## config.mk

```make
export PLATFORM = sky130hd
export DESIGN_NAME = cnn_seq_ctrl_flat
export DESIGN_NICKNAME = d
export VERILOG_FILES = /design/src/rtl/cnn_seq_ctrl_if.sv /design/src/rtl/cnn_seq_ctrl.sv /design/src/flat_wrapper.sv
export SDC_FILE = /design/constraint.sdc
export NUM_CORES = 1
export LEC_CHECK = 0
export CAP_MARGIN = 25
export CORE_ASPECT_RATIO = 0.6
export CORE_MARGIN = 2
export CORE_UTILIZATION = 37
export CTS_CLUSTER_DIAMETER = 30
export DETAILED_ROUTE_END_ITERATION = 12
export HOLD_SLACK_MARGIN = 0.05
export PLACE_DENSITY_LB_ADDON = 0.12
export SYNTH_ARGS = -nofsm -noshare
export SYNTH_HDL_FRONTEND = slang
export SYNTH_SLANG_ARGS = --single-unit
```

## constraint.sdc

```tcl
create_clock -name clk -period 3 [get_ports clk]
set_input_delay 0.3 -clock clk [delete_from_list [all_inputs] [get_ports clk]]
set_output_delay 0.3 -clock clk [all_outputs]
set_load 0.05 [all_outputs]
```

## src/rtl/cnn_seq_ctrl_if.sv

```systemverilog
// Host-side handshake and datapath control bundle for cnn_seq_ctrl.
// The host (master) drives start/abort; the sequencer (slave) drives everything else.
interface cnn_seq_ctrl_if #(
  parameter int unsigned RowW = 2,
  parameter int unsigned ColW = 2,
  parameter int unsigned CntW = 8
) ();

  logic            start;
  logic            abort;
  logic            busy;
  logic            done;
  logic [2:0]      state;
  logic [RowW-1:0] win_row;
  logic [ColW-1:0] win_col;
  logic [CntW-1:0] frame_cnt;
  logic            en_clk;
  logic            clr;
  logic            wr;
  logic            en_wr;
  logic            en_rd;
  logic            en_MAC;
  logic            en_MAC_out;
  logic            en_act;
  logic            en_act_out;
  logic            en_pool;
  logic            en_pool_out;

  modport master (
    output start, abort,
    input  busy, done, state, win_row, win_col, frame_cnt,
    input  en_clk, clr, wr, en_wr, en_rd, en_MAC, en_MAC_out,
    input  en_act, en_act_out, en_pool, en_pool_out
  );

  modport slave (
    input  start, abort,
    output busy, done, state, win_row, win_col, frame_cnt,
    output en_clk, clr, wr, en_wr, en_rd, en_MAC, en_MAC_out,
    output en_act, en_act_out, en_pool, en_pool_out
  );

endinterface

```

## src/rtl/cnn_seq_ctrl.sv

```systemverilog
// Sequencer for the conv -> ReLU -> max-pool pipeline: one frame per accepted start.
// Every output is a flop; output flops are loaded from the next-state values so they
// line up with the state they describe.
module cnn_seq_ctrl #(
  parameter int unsigned R_Conv_Out = 3,
  parameter int unsigned C_Conv_Out = 3,
  parameter int unsigned MAC_CYC    = 9,
  parameter int unsigned POOL_CYC   = 4,
  parameter int unsigned Cnt_W      = 8
) (
  input  logic          clk,
  input  logic          rst,
  cnn_seq_ctrl_if.slave ctrl_io
);

  localparam int unsigned RowW  = (R_Conv_Out > 1) ? $clog2(R_Conv_Out) : 1;
  localparam int unsigned ColW  = (C_Conv_Out > 1) ? $clog2(C_Conv_Out) : 1;
  localparam int unsigned MacW  = (MAC_CYC > 1) ? $clog2(MAC_CYC) : 1;
  localparam int unsigned PoolW = (POOL_CYC > 1) ? $clog2(POOL_CYC) : 1;

  localparam logic [RowW-1:0]  RowLast  = RowW'(R_Conv_Out - 1);
  localparam logic [ColW-1:0]  ColLast  = ColW'(C_Conv_Out - 1);
  localparam logic [MacW-1:0]  MacLast  = MacW'(MAC_CYC - 1);
  localparam logic [PoolW-1:0] PoolLast = PoolW'(POOL_CYC - 1);

  // POOL_OUT and DONE share external code 7, so the internal encoding is wider.
  typedef enum logic [3:0] {
    StIdle,
    StClr,
    StLoad,
    StConv,
    StAct,
    StActOut,
    StPool,
    StPoolOut,
    StDone
  } state_e;

  typedef struct packed {
    logic       busy;
    logic       done;
    logic       en_clk;
    logic       clr;
    logic       wr;
    logic       en_wr;
    logic       en_rd;
    logic       en_mac;
    logic       en_mac_out;
    logic       en_act;
    logic       en_act_out;
    logic       en_pool;
    logic       en_pool_out;
    logic [2:0] state;
  } ctrl_t;

  state_e           state_q, state_d;
  logic [RowW-1:0]  row_q, row_d;
  logic [ColW-1:0]  col_q, col_d;
  logic [MacW-1:0]  mac_q, mac_d;
  logic [PoolW-1:0] pool_q, pool_d;
  logic [Cnt_W-1:0] frame_q, frame_d;
  ctrl_t            ctrl_q, ctrl_d;

  // State, counter and output registers.
  always_ff @(posedge clk or negedge rst) begin
    if (!rst) begin
      state_q <= StIdle;
      row_q   <= '0;
      col_q   <= '0;
      mac_q   <= '0;
      pool_q  <= '0;
      frame_q <= '0;
      ctrl_q  <= '0;
    end else begin
      state_q <= state_d;
      row_q   <= row_d;
      col_q   <= col_d;
      mac_q   <= mac_d;
      pool_q  <= pool_d;
      frame_q <= frame_d;
      ctrl_q  <= ctrl_d;
    end
  end

  // Next-state and counter update; abort overrides everything outside IDLE.
  always_comb begin
    state_d = state_q;
    row_d   = row_q;
    col_d   = col_q;
    mac_d   = mac_q;
    pool_d  = pool_q;
    frame_d = frame_q;

    if (state_q != StIdle && ctrl_io.abort) begin
      state_d = StIdle;
      row_d   = '0;
      col_d   = '0;
      mac_d   = '0;
      pool_d  = '0;
    end else begin
      case (state_q)
        StIdle: begin
          if (ctrl_io.start && !ctrl_io.abort) begin
            state_d = StClr;
          end
        end
        StClr: begin
          state_d = StLoad;
        end
        StLoad: begin
          state_d = StConv;
          row_d   = '0;
          col_d   = '0;
          mac_d   = '0;
        end
        StConv: begin
          if (mac_q == MacLast) begin
            mac_d = '0;
            if (col_q == ColLast) begin
              col_d = '0;
              if (row_q == RowLast) begin
                row_d   = '0;
                state_d = StAct;
              end else begin
                row_d = row_q + 1'b1;
              end
            end else begin
              col_d = col_q + 1'b1;
            end
          end else begin
            mac_d = mac_q + 1'b1;
          end
        end
        StAct: begin
          state_d = StActOut;
        end
        StActOut: begin
          state_d = StPool;
          pool_d  = '0;
        end
        StPool: begin
          if (pool_q == PoolLast) begin
            pool_d  = '0;
            state_d = StPoolOut;
          end else begin
            pool_d = pool_q + 1'b1;
          end
        end
        StPoolOut: begin
          state_d = StDone;
        end
        StDone: begin
          state_d = StIdle;
          frame_d = frame_q + 1'b1;
        end
        default: begin
          state_d = StIdle;
        end
      endcase
    end
  end

  // Output decode from the next state so the registered controls match state_q.
  always_comb begin
    ctrl_d        = '0;
    ctrl_d.busy   = (state_d != StIdle);
    ctrl_d.en_clk = (state_d != StIdle);
    case (state_d)
      StIdle: begin
        ctrl_d.state = 3'd0;
      end
      StClr: begin
        ctrl_d.state = 3'd1;
        ctrl_d.clr   = 1'b1;
      end
      StLoad: begin
        ctrl_d.state = 3'd2;
        ctrl_d.wr    = 1'b1;
        ctrl_d.en_wr = 1'b1;
      end
      StConv: begin
        ctrl_d.state      = 3'd3;
        ctrl_d.en_rd      = 1'b1;
        ctrl_d.en_mac     = 1'b1;
        ctrl_d.en_mac_out = (mac_d == MacLast);
      end
      StAct: begin
        ctrl_d.state  = 3'd4;
        ctrl_d.en_act = 1'b1;
      end
      StActOut: begin
        ctrl_d.state      = 3'd5;
        ctrl_d.en_act_out = 1'b1;
      end
      StPool: begin
        ctrl_d.state   = 3'd6;
        ctrl_d.en_pool = 1'b1;
      end
      StPoolOut: begin
        ctrl_d.state       = 3'd7;
        ctrl_d.en_pool_out = 1'b1;
      end
      StDone: begin
        ctrl_d.state = 3'd7;
        ctrl_d.done  = 1'b1;
      end
      default: begin
        ctrl_d = '0;
      end
    endcase
  end

  // Window counters sit at zero outside CONV, so they can drive the ports directly.
  assign ctrl_io.busy        = ctrl_q.busy;
  assign ctrl_io.done        = ctrl_q.done;
  assign ctrl_io.state       = ctrl_q.state;
  assign ctrl_io.win_row     = row_q;
  assign ctrl_io.win_col     = col_q;
  assign ctrl_io.frame_cnt   = frame_q;
  assign ctrl_io.en_clk      = ctrl_q.en_clk;
  assign ctrl_io.clr         = ctrl_q.clr;
  assign ctrl_io.wr          = ctrl_q.wr;
  assign ctrl_io.en_wr       = ctrl_q.en_wr;
  assign ctrl_io.en_rd       = ctrl_q.en_rd;
  assign ctrl_io.en_MAC      = ctrl_q.en_mac;
  assign ctrl_io.en_MAC_out  = ctrl_q.en_mac_out;
  assign ctrl_io.en_act      = ctrl_q.en_act;
  assign ctrl_io.en_act_out  = ctrl_q.en_act_out;
  assign ctrl_io.en_pool     = ctrl_q.en_pool;
  assign ctrl_io.en_pool_out = ctrl_q.en_pool_out;

endmodule
```

## src/flat_wrapper.sv

```systemverilog
// flat-port wrapper written by rule: the top's interface ports become plain ports
module cnn_seq_ctrl_flat 
#(
  parameter int unsigned R_Conv_Out = 3,
  parameter int unsigned C_Conv_Out = 3,
  parameter int unsigned MAC_CYC    = 9,
  parameter int unsigned POOL_CYC   = 4,
  parameter int unsigned Cnt_W      = 8
)
  (clk, rst, ctrl_io_start, ctrl_io_abort, ctrl_io_busy, ctrl_io_done, ctrl_io_state, ctrl_io_win_row, ctrl_io_win_col, ctrl_io_frame_cnt, ctrl_io_en_clk, ctrl_io_clr, ctrl_io_wr, ctrl_io_en_wr, ctrl_io_en_rd, ctrl_io_en_MAC, ctrl_io_en_MAC_out, ctrl_io_en_act, ctrl_io_en_act_out, ctrl_io_en_pool, ctrl_io_en_pool_out);
  cnn_seq_ctrl_if ctrl_io_i ();
  input  logic clk;
  input  logic rst;
  input wire logic [$bits(ctrl_io_i.start)-1:0] ctrl_io_start;
  input wire logic [$bits(ctrl_io_i.abort)-1:0] ctrl_io_abort;
  output wire logic [$bits(ctrl_io_i.busy)-1:0] ctrl_io_busy;
  output wire logic [$bits(ctrl_io_i.done)-1:0] ctrl_io_done;
  output wire logic [$bits(ctrl_io_i.state)-1:0] ctrl_io_state;
  output wire logic [$bits(ctrl_io_i.win_row)-1:0] ctrl_io_win_row;
  output wire logic [$bits(ctrl_io_i.win_col)-1:0] ctrl_io_win_col;
  output wire logic [$bits(ctrl_io_i.frame_cnt)-1:0] ctrl_io_frame_cnt;
  output wire logic [$bits(ctrl_io_i.en_clk)-1:0] ctrl_io_en_clk;
  output wire logic [$bits(ctrl_io_i.clr)-1:0] ctrl_io_clr;
  output wire logic [$bits(ctrl_io_i.wr)-1:0] ctrl_io_wr;
  output wire logic [$bits(ctrl_io_i.en_wr)-1:0] ctrl_io_en_wr;
  output wire logic [$bits(ctrl_io_i.en_rd)-1:0] ctrl_io_en_rd;
  output wire logic [$bits(ctrl_io_i.en_MAC)-1:0] ctrl_io_en_MAC;
  output wire logic [$bits(ctrl_io_i.en_MAC_out)-1:0] ctrl_io_en_MAC_out;
  output wire logic [$bits(ctrl_io_i.en_act)-1:0] ctrl_io_en_act;
  output wire logic [$bits(ctrl_io_i.en_act_out)-1:0] ctrl_io_en_act_out;
  output wire logic [$bits(ctrl_io_i.en_pool)-1:0] ctrl_io_en_pool;
  output wire logic [$bits(ctrl_io_i.en_pool_out)-1:0] ctrl_io_en_pool_out;
  assign ctrl_io_i.start = ctrl_io_start;
  assign ctrl_io_i.abort = ctrl_io_abort;
  assign ctrl_io_busy = ctrl_io_i.busy;
  assign ctrl_io_done = ctrl_io_i.done;
  assign ctrl_io_state = ctrl_io_i.state;
  assign ctrl_io_win_row = ctrl_io_i.win_row;
  assign ctrl_io_win_col = ctrl_io_i.win_col;
  assign ctrl_io_frame_cnt = ctrl_io_i.frame_cnt;
  assign ctrl_io_en_clk = ctrl_io_i.en_clk;
  assign ctrl_io_clr = ctrl_io_i.clr;
  assign ctrl_io_wr = ctrl_io_i.wr;
  assign ctrl_io_en_wr = ctrl_io_i.en_wr;
  assign ctrl_io_en_rd = ctrl_io_i.en_rd;
  assign ctrl_io_en_MAC = ctrl_io_i.en_MAC;
  assign ctrl_io_en_MAC_out = ctrl_io_i.en_MAC_out;
  assign ctrl_io_en_act = ctrl_io_i.en_act;
  assign ctrl_io_en_act_out = ctrl_io_i.en_act_out;
  assign ctrl_io_en_pool = ctrl_io_i.en_pool;
  assign ctrl_io_en_pool_out = ctrl_io_i.en_pool_out;
  cnn_seq_ctrl #(.R_Conv_Out(R_Conv_Out), .C_Conv_Out(C_Conv_Out), .MAC_CYC(MAC_CYC), .POOL_CYC(POOL_CYC), .Cnt_W(Cnt_W)) u_core (.clk(clk), .rst(rst), .ctrl_io(ctrl_io_i));
endmodule
```

==> reports/qor.json, run 1 <==
{
  "run_status": {
    "outcome": "finished, final reports clean"
  },
  "hold_path": {
    "hold_class": "input port to asynchronous set/reset pin"
  },
  "critical_path": {
    "worst-path-max-fanout": 7,
    "timing.critical_path.slowest_cell_delay_ns": 0.41,
    "critical_path.most_common_cell": "inv_1",
    "worst_setup_path_start_kind": "register",
    "required_ns": 3.20,
    "critical_path.cell_chain": "inv_1 -> ha_1 -> and3b_1 -> and4_2 -> o21ai_1 -> inv_1 -> nor3_1",
    "worstPathArrival_ns": 2.23,
    "r2r_end": "u_core.ctrl_io.en_wr",
    "r2r-start": "u_core.mac_q[0]",
    "cp_slowest_cell": "o21ai_1",
    "rrSetupSlack_ns": 0.97,
    "criticalPathCategory": "register to register",
    "ff2ff_path_depth": 7,
    "critical_path.endpoint_type": "register"
  },
  "synth": {
    "most_common_flop_cell_mapped_by_yosys": "dfrtp_1",
    "syn-instance-count": 159,
    "synth_most_common_cell": "dfrtp_1",
    "synth-adder-area-share_pct": 2.994,
    "syn_area_per_cell_um2": 10.51,
    "syn_nets": 167,
    "synth-compound-area-share_pct": 10.40,
    "synth.distinct_cells": 43,
    "ys_seq_elements": 35,
    "dominant_combinational_cell_family_by_area_after_synthesis": "simple AND/OR/NAND/NOR gates",
    "cell_area_synth_um2": 1672,
    "synth_area_in_simple_gates_pct": 24.03,
    "synthArstFlopShare_pct": 100.0,
    "yosysWarnings": 0,
    "synth.top_cells.by_count": "dfrtp_1, nor2_1, a21oi_1, nand2_1",
    "yosysSeqAreaShare_pct": 52.40,
    "synth_mux_area_share_pct": 1.347,
    "area_fraction_of_the_dominant_cell_type_after_synthesis_pct": 52.40,
    "post_synth_main_area_contributors": "dfrtp_1, a21oi_1, ha_1",
    "synth_top_cell_by_area": "dfrtp_1",
    "synth_xor_area_share_pct": 3.668,
    "synth_enable_flop_cells": 0
  },
  "clock_tree": {
    "clock-root-buffer": "clkbuf_8",
    "clock_tree_from_tritoncts": "done",
    "clock_sinks": 35,
    "cts_made_buffers": 5,
    "cts.path.max_buffers": 2,
    "clkTransAtPathRegs_ns": 0.07,
    "cts-resized-gates": 0,
    "clock_tree.htree_level_count": 2,
    "ctsHoldBuffers": 0,
    "post_cts.repair.setup_buffers": 0,
    "worst_skew_pair.late_latency_ns": 0.28
  },
  "sta": {
    "hold_viol": 0,
    "timing.clock.skew_ns": 0.006190,
    "max_slew.worst_pin.slew_ns": 0.6148,
    "final.period_utilization_pct": 67.73,
    "timing.final.crit_period_ns": 2.032,
    "grt_setup_unrepaired": "false",
    "setup_tns_ns": 0,
    "final-setup-viol-count": 0,
    "timing_max_transition_violations_final": 0,
    "relSlewSlack_pct": 58.70,
    "maxClockFrequency_mhz": 492.1
  },
  "finish": {
    "finish.net_count": 197,
    "n_fill_cell": 406,
    "area.growth.synth_to_final_pct": 24.92,
    "final_cell_area_um2": 2088,
    "antenna_cells": 0,
    "layout-drive-gt1-share_pct": 9.474
  },
  "route": {
    "detail_route.iter0.violations": 36,
    "drc": 0,
    "postRouteAntennaNets": 0,
    "dr_total_vias": 1260,
    "detailedRoute.firstPassIterationCount": 4,
    "vias_per_cell": 5.040,
    "routedWlPerCell_um": 13.56,
    "detail_route.wirelength_um": 3390
  },
  "grt": {
    "globalRouteTotalUtil_pct": 14.40,
    "grt_start_max_net_pins": 36,
    "first_global_vias": 1246,
    "global_route.overflow_total": 0,
    "grt_pass1_wl_um": 5740,
    "antenna_found_initial": 0
  },
  "place": {
    "place.detailed.hpwl_um": 2392,
    "io_buffer_count": 31,
    "gpl.final_weighted_congestion": 0.7777,
    "instance_area_after_placement_um2": 2004
  },
  "die": {
    "io_pins": 32,
    "floorplan.die.height_um": 56.07,
    "floorplan.die_area_um2": 5089,
    "coreArea_um2": 4212,
    "die_x_um": 90.78,
    "core.rowCount": 18,
    "start_util_pct": 39.69
  },
  "power": {
    "powerDensity_nw_per_um2": 695.5,
    "peakVddDrop_v": 0.0002421,
    "p_leak_nw": 0.9606
  },
  "job": {
    "cap_viol_max_count": 0
  }
}
-- cell type report --
class | instances | area (um^2) | area share (%)
Sequential cell | 35 | 875.8 | 41.94
Multi-Input combinational cell | 108 | 709.4 | 33.97
Timing Repair Buffer | 32 | 317.8 | 15.22
Tap cell | 60 | 75.07 | 3.595
Clock buffer | 5 | 68.82 | 3.295
Inverter | 7 | 26.28 | 1.258
Clock inverter | 3 | 15.01 | 0.7190
-- power breakdown --
group          switching [mW]  total (mW)  internal, mW  leakage, nW
sequential             0.0608       0.584         0.523        0.479
clock                   0.166       0.325         0.159       0.0477
combinational           0.355       0.543         0.188        0.434
total                   0.582        1.45         0.871        0.961
-- registers in the layout, summed over array words and instances, names as in the netlist --
name,cells
u_core.ctrl_io.done,1
u_core.ctrl_io.en_MAC,1
u_core.ctrl_io.en_wr,1
u_core.ctrl_io.en_act_out,1
u_core.ctrl_io.en_clk,1
u_core.pool_q,2
u_core.ctrl_io.en_act,1
u_core.mac_q,4
u_core.ctrl_io.en_pool,1
u_core.ctrl_io.clr,1
u_core.ctrl_io.state,3
u_core.ctrl_io.frame_cnt,8
u_core.ctrl_io.en_MAC_out,1
u_core.state_q,4
u_core.ctrl_io.win_col,2
u_core.ctrl_io.en_pool_out,1
u_core.ctrl_io.win_row,2
-- worst max path at each step --
| stage | from | endpoint |
|---|---|---|
| 2_1_floorplan | u_core.mac_q[0] | u_core.ctrl_io.en_MAC_out |
| 3_3_place_gp | ctrl_io_abort | u_core.ctrl_io.en_act |
| 3_5_place_dp | ctrl_io_abort | u_core.ctrl_io.en_act |
| 4_1_cts | u_core.mac_q[0] | u_core.ctrl_io.en_MAC_out |
| 5_1_grt | u_core.mac_q[0] | u_core.ctrl_io.en_wr |
| 6_report | u_core.mac_q[0] | u_core.ctrl_io.en_wr |
-- routing by layer --
layer / GRT usage, % / wire length, um / up-vias
li1: - / - / 609
met2: 20.90 / 1503 / 29
met4: 6.061 / 41 / 0
met3: 5.285 / 211 / 5
met5: 0 / 0 / -
met1: 19.39 / 1633 / 617
-- stage by stage --
stage | setup WS (ns) | instances | total power, mW | util (%) | hold WS (ns)
floorplan | 1.124 | 159 | 0.9931 | - | 0.004409
global placement | 1.015 | 242 | 1.125 | 47.59 | 0.4861
detailed placement | 0.8899 | 242 | 1.136 | 47.59 | 0.4816
CTS | 0.9918 | 250 | 1.464 | 49.58 | 0.4295
global route | 0.7050 | 250 | 1.546 | 49.58 | 0.4589
finish | 0.9681 | 250 | 1.452 | 49.58 | 0.4172
-- critical path, delay by kind of cell, from the launching register on --
family / cells / cell delay [ns]
AOI/OAI and AO/OA: 1 / 0.41
adders and majority gates: 1 / 0.21
buffers and inverters: 2 / 0.21
DFF: 1 / 0.39
and+or+nand+nor: 3 / 0.72
-- cells in the final DEF (no fill, tap or decap), types with 3 or more instances in the layout --
cell             Yosys  routed
inv_1                7       7
a21oi_1             11      11
nand3_1              4       4
dfrtp_1             35      35
nand2b_1             6       6
clkbuf_8             0       5
xor2_1               3       3
nor2_1              13      13
ha_1                 4       4
nor3_1               7       7
and2_1               4       4
clkdlybuf4s50_1      0      31
nand2_1             11      11
o21ai_0              7       7
clkinv_2             0       3
xnor2_1              4       4
-- cell families after synthesis --
family	count (synthesis)
buffers and inverters	16
multiplexers	2
XOR/XNOR	7
AND/OR/NAND/NOR	68
flip-flops	35
AO/OA/AOI/OAI	27
adder cells (fa/ha/maj)	4
(Power assumes the default switching activity.)
==> inputs of run 2 (changes only) <==
Clock period 3 ns to 1.8 ns, I/O delays scaled along.
==> run 2 against run 1 <==
Effect of this change: count of clock-buffer cells in the layout is the same; core utilization grew 5.9 points; maximum frequency grew 16%; sequential power grew 60%; global-route usage grew 0.94 points; power grew 96%; flip-flop and latch count is the same; routed wire length grew 6.0%; largest cell class unchanged; highest routed layer unchanged.
==> reports/qor.json, run 2 (synthesized netlist as in run 1, its figures left out) <==
{
  "run_status": {
    "outcome": "finished, final reports clean"
  },
  "clock_tree": {
    "clock-root-buffer": "clkbuf_8",
    "cts.path.max_buffers": 2,
    "clock_tree_from_tritoncts": "done",
    "worst_skew_pair.late_latency_ns": 0.29,
    "clock_tree.htree_level_count": 2,
    "cts_made_buffers": 5,
    "post_cts.repair.setup_buffers": 0,
    "clkTransAtPathRegs_ns": 0.08,
    "clock_sinks": 35
  },
  "die": {
    "floorplan.die_area_um2": 5089,
    "floorplan.die.height_um": 56.07,
    "core.rowCount": 18,
    "start_util_pct": 39.69,
    "io_pins": 32,
    "coreArea_um2": 4212,
    "die_x_um": 90.78
  },
  "finish": {
    "largest_register_ff_count": 8,
    "area.growth.synth_to_final_pct": 39.82,
    "final_cell_area_um2": 2337,
    "final_core_util_pct": 55.50,
    "layout-drive-gt1-share_pct": 24.04,
    "n_fill_cell": 377,
    "antenna_cells": 0,
    "finish.net_count": 215,
    "final_common_cell": "dfrtp_1",
    "final_cell_mix": "dfrtp_1, clkdlybuf4s50_1, buf_4"
  },
  "sta": {
    "timing_max_transition_violations_final": 0,
    "timing.final.crit_period_ns": 1.750,
    "final.period_utilization_pct": 97.21,
    "setup_slack_ns": 0.05023,
    "max_slew.worst_pin.slew_ns": 0.5146,
    "relSlewSlack_pct": 65.59,
    "final-setup-viol-count": 0,
    "hold_viol": 0,
    "grt_setup_unrepaired": "true",
    "timing.clock.skew_ns": 0.007914,
    "maxClockFrequency_mhz": 571.5
  },
  "power": {
    "sw_frac_of_total_pct": 37.29,
    "share_clk_of_total_power_pct": 25.0,
    "sequential_group_share_of_total_power_pct": 32.7,
    "peakVddDrop_v": 0.0004506,
    "combPwrFrac_pct": 42.4,
    "totalPowerFinal_mw": 2.853,
    "power_report.internal_total_mw": 1.789,
    "powerDensity_nw_per_um2": 1220,
    "switching_power_mw": 1.064,
    "p_leak_nw": 1.071
  },
  "critical_path": {
    "rrSetupSlack_ns": 0.05,
    "critical_path.endpoint_type": "register",
    "ff2ff_path_depth": 6,
    "worst-path-max-fanout": 5,
    "worstPathArrival_ns": 1.94,
    "criticalPathCategory": "register to register",
    "r2r-start": "u_core.mac_q[1]",
    "r2r_end": "u_core.ctrl_io.en_MAC_out",
    "worst_setup_path_start_kind": "register",
    "required_ns": 1.99
  },
  "grt": {
    "global_route.overflow_total": 0,
    "grt_pass1_wl_um": 6058,
    "grt_start_max_net_pins": 36,
    "antenna_found_initial": 0,
    "globalRouteTotalUtil_pct": 15.34,
    "first_global_vias": 1287
  },
  "job": {
    "cap_viol_max_count": 0
  },
  "place": {
    "dpl_worst_slack_ns": -0.08746,
    "instance_area_after_placement_um2": 2140,
    "gpl.final_weighted_congestion": 0.7604,
    "io_buffer_count": 31,
    "place.detailed.hpwl_um": 2564
  },
  "route": {
    "detail_route.iter0.violations": 26,
    "routedWlPerCell_um": 13.40,
    "detail_route.wirelength_um": 3592,
    "dr_total_vias": 1300,
    "vias_per_cell": 4.851,
    "detailedRoute.firstPassIterationCount": 4,
    "postRouteAntennaNets": 0,
    "drc": 0
  },
  "hold_path": {
    "hold_class": "input port to asynchronous set/reset pin"
  }
}
## run 2: how the worst max path moves through the flow
stage / slack (ns) / to / startpoint / depth (start not counted)
after floorplan: 0.01 / u_core.ctrl_io.en_MAC_out / u_core.mac_q[0] / 7
after global placement: 0.003 / u_core.ctrl_io.en_MAC_out / u_core.mac_q[0] / 6
after detailed placement: -0.09 / u_core.ctrl_io.en_wr / u_core.mac_q[0] / 7
after CTS: -0.07 / u_core.ctrl_io.en_MAC_out / u_core.mac_q[0] / 6
after global routing: -0.03 / u_core.ctrl_io.en_MAC_out / u_core.mac_q[1] / 6
final: 0.05 / u_core.ctrl_io.en_MAC_out / u_core.mac_q[1] / 6
## run 2: worst max-delay path, stage by stage, from the launching register on
cell	delay, ns
dfrtp_1	0.40
inv_2	0.08
ha_4	0.14
and3b_2	0.26
nor3_2	0.07
or4_4	0.50
a2111oi_4	0.20
## run 2: stage by stage
step                      hold slack, ns  setup TNS [ns]  instances
after floorplan                  -0.1156               0        159
after global placement            0.4590               0        260
after detailed placement          0.4636         -0.1491        260
after CTS                         0.3103        -0.07311        268
after global routing              0.3598        -0.07785        268
final                             0.3018               0        268
## run 2: power groups by stage
stage          Clock, mW  Sequential, mW  Combinational, mW
5_1_grt            0.769           0.949               1.29
3_5_place_dp           0           0.947               1.12
6_report           0.712           0.932               1.21
3_3_place_gp           0           0.948               1.10
4_1_cts            0.727           0.931               1.13
2_1_floorplan          0            1.12              0.537
## run 2: what timing repair did
action,in CTS,in global routing
resized for setup,4,16
endpoints found under the setup margin,4,9
hold buffers,0,0
pin swaps,0,2
## run 2: layout make-up
class / instances / area, um^2 / area share, %
Clock buffer: 5 / 68.82 / 2.944
Clock inverter: 3 / 43.79 / 1.874
Inverter: 7 / 26.28 / 1.124
Multi-Input combinational cell: 108 / 794.5 / 33.99
Sequential cell: 35 / 875.8 / 37.47
Tap cell: 60 / 75.07 / 3.212
Timing Repair Buffer: 50 / 452.9 / 19.38
## run 2: routing by layer
| layer | part of all wire [%] | wire (um) | track usage, % | vias up |
|---|---|---|---|---|
| met4 | 1.2 | 42 | 5.844 | 0 |
| li1 | - | - | - | 641 |
| met3 | 4.1 | 149 | 4.607 | 7 |
| met2 | 44 | 1563 | 23.67 | 26 |
| met1 | 51 | 1836 | 20.43 | 626 |
| met5 | 0 | 0 | 0 | - |
==> inputs of run 3 (changes only) <==
Settings changed: HOLD_SLACK_MARGIN 0.05 to 0.06, MAX_ROUTING_LAYER from default to met4.
==> run 3 against run 2 <==
Effect of this change: routed wire length is essentially flat; cell count unchanged; global-route usage grew 0.44 points; count of clock-buffer cells in the layout did not move; sequential power about the same; cell area unchanged; non-clock buffer count unchanged; combinational power about the same; flip-flop and latch count did not move; critical endpoint unchanged.
==> reports/qor.json, run 3 (synthesized netlist as in run 1, its figures left out) <==
{
  "route": {
    "detailedRoute.firstPassIterationCount": 4,
    "detail_route.iter0.violations": 22,
    "vias_per_cell": 4.836,
    "detail_route.wirelength_um": 3591,
    "postRouteAntennaNets": 0,
    "dr_total_vias": 1296,
    "drc": 0,
    "routedWlPerCell_um": 13.40
  },
  "grt": {
    "grt_pass1_wl_um": 6058,
    "grt_start_max_net_pins": 36,
    "globalRouteTotalUtil_pct": 15.79,
    "first_global_vias": 1284,
    "antenna_found_initial": 0,
    "global_route.overflow_total": 0
  },
  "place": {
    "io_buffer_count": 31,
    "gpl.final_weighted_congestion": 0.7703,
    "place.detailed.hpwl_um": 2564,
    "instance_area_after_placement_um2": 2140,
    "placedCellCount": 260
  },
  "die": {
    "floorplan.die.height_um": 56.07,
    "floorplan.die_area_um2": 5089,
    "start_util_pct": 39.69,
    "die_x_um": 90.78,
    "coreArea_um2": 4212,
    "core.rowCount": 18,
    "io_pins": 32
  },
  "sta": {
    "timing_max_transition_violations_final": 0,
    "final.period_utilization_pct": 97.20,
    "grt_setup_unrepaired": "true",
    "holdWs_ns": 0.3019,
    "timing.clock.skew_ns": 0.007928,
    "timing.final.crit_period_ns": 1.750,
    "relSlewSlack_pct": 65.59,
    "max_slew.worst_pin.slew_ns": 0.5146,
    "maxClockFrequency_mhz": 571.6,
    "final-setup-viol-count": 0,
    "hold_viol": 0
  },
  "finish": {
    "finish.net_count": 215,
    "sequential_cell_area_um2": 875.8,
    "layout-drive-gt1-share_pct": 24.04,
    "final_cell_mix": "dfrtp_1, clkdlybuf4s50_1, buf_4",
    "final_common_cell": "dfrtp_1",
    "area.growth.synth_to_final_pct": 39.82,
    "final_cell_area_um2": 2337,
    "final_core_util_pct": 55.50,
    "n_fill_cell": 377,
    "multi_input_comb_area_um2": 794.5,
    "largest_register_ff_count": 8,
    "finish.cell_count_without_fillers": 268,
    "antenna_cells": 0
  },
  "critical_path": {
    "ff2ff_path_depth": 6,
    "worst_setup_path_start_kind": "register",
    "rrSetupSlack_ns": 0.05,
    "critical_path.endpoint_type": "register",
    "r2r_end": "u_core.ctrl_io.en_MAC_out",
    "required_ns": 1.99,
    "r2r-start": "u_core.mac_q[1]",
    "worstPathArrival_ns": 1.94,
    "criticalPathCategory": "register to register",
    "worst-path-max-fanout": 5
  },
  "power": {
    "p_leak_nw": 1.071,
    "peakVddDrop_v": 0.0004505,
    "sequential_group_share_of_total_power_pct": 32.7,
    "power_report.internal_total_mw": 1.789,
    "combPwrFrac_pct": 42.3,
    "powerDensity_nw_per_um2": 1220,
    "switching_power_mw": 1.063,
    "sw_frac_of_total_pct": 37.27,
    "share_clk_of_total_power_pct": 25.0
  },
  "clock_tree": {
    "worst_skew_pair.late_latency_ns": 0.29,
    "clkTransAtPathRegs_ns": 0.08,
    "clock_tree.htree_level_count": 2,
    "clock_tree_from_tritoncts": "done",
    "ctsHoldBuffers": 0,
    "clock_sinks": 35,
    "cts.path.max_buffers": 2,
    "clock-root-buffer": "clkbuf_8",
    "cts_made_buffers": 5,
    "post_cts.repair.setup_buffers": 0
  },
  "run_status": {
    "outcome": "finished, final reports clean"
  },
  "job": {
    "cap_viol_max_count": 0
  },
  "hold_path": {
    "hold_class": "input port to asynchronous set/reset pin"
  }
}
-- run 3: cell counts in the layout (fill, tap and decap cells not counted) --
No cell type changed its count.
-- run 3: layout make-up --
type / count / area share (%)
clock buffers: 5 / 2.944
clock inverters: 3 / 1.874
inverters: 7 / 1.124
multi-input cells: 108 / 33.99
flip-flops and latches: 35 / 37.47
well taps: 60 / 3.212
repair buffers: 50 / 19.38
-- run 3: power by group through the flow --
stage	combinational (mW)	clock, mW	sequential [mW]
final	1.21	0.712	0.932
after CTS	1.13	0.727	0.931
after global placement	1.10	0	0.948
after floorplan	0.537	0	1.12
after global routing	1.29	0.769	0.949
after detailed placement	1.12	0	0.947
-- run 3: through the flow --
step | setup slack, ns | power (mW) | TNS, ns
final | 0.05044 | 2.852 | 0
after global routing | -0.03192 | 3.006 | -0.07785
after CTS | -0.07311 | 2.786 | -0.07311
after floorplan | 0.009767 | 1.656 | 0
after global placement | 0.002679 | 2.046 | 0
after detailed placement | -0.08746 | 2.065 | -0.1491
-- run 3: worst max-delay path by stage --
stage	depth (start not counted)	to	from	slack, ns
after floorplan	7	u_core.ctrl_io.en_MAC_out	u_core.mac_q[0]	0.01
after global placement	6	u_core.ctrl_io.en_MAC_out	u_core.mac_q[0]	0.003
after detailed placement	7	u_core.ctrl_io.en_wr	u_core.mac_q[0]	-0.09
after CTS	6	u_core.ctrl_io.en_MAC_out	u_core.mac_q[0]	-0.07
after global routing	6	u_core.ctrl_io.en_MAC_out	u_core.mac_q[1]	-0.03
final	6	u_core.ctrl_io.en_MAC_out	u_core.mac_q[1]	0.05
-- run 3: worst max-delay path, cell delays in order (launching register included) --
cell       delay (ns)
dfrtp_1          0.40
inv_2            0.08
ha_4             0.14
and3b_2          0.26
nor3_2           0.07
or4_4            0.50
a2111oi_4        0.20
-- run 3: per-layer routing --
layer / part of all wire, % / GRT usage, %
met5: 0 / -
met4: 1.2 / 5.844
met3: 4.1 / 4.607
met2: 44 / 23.67
met1: 51 / 20.43
-- run 3: repair_timing --
item / in CTS / in global routing
resized for setup: 4 / 16
setup endpoints to repair: 4 / 9
pin swaps: 0 / 2
hold endpoints to repair: 0 / 0
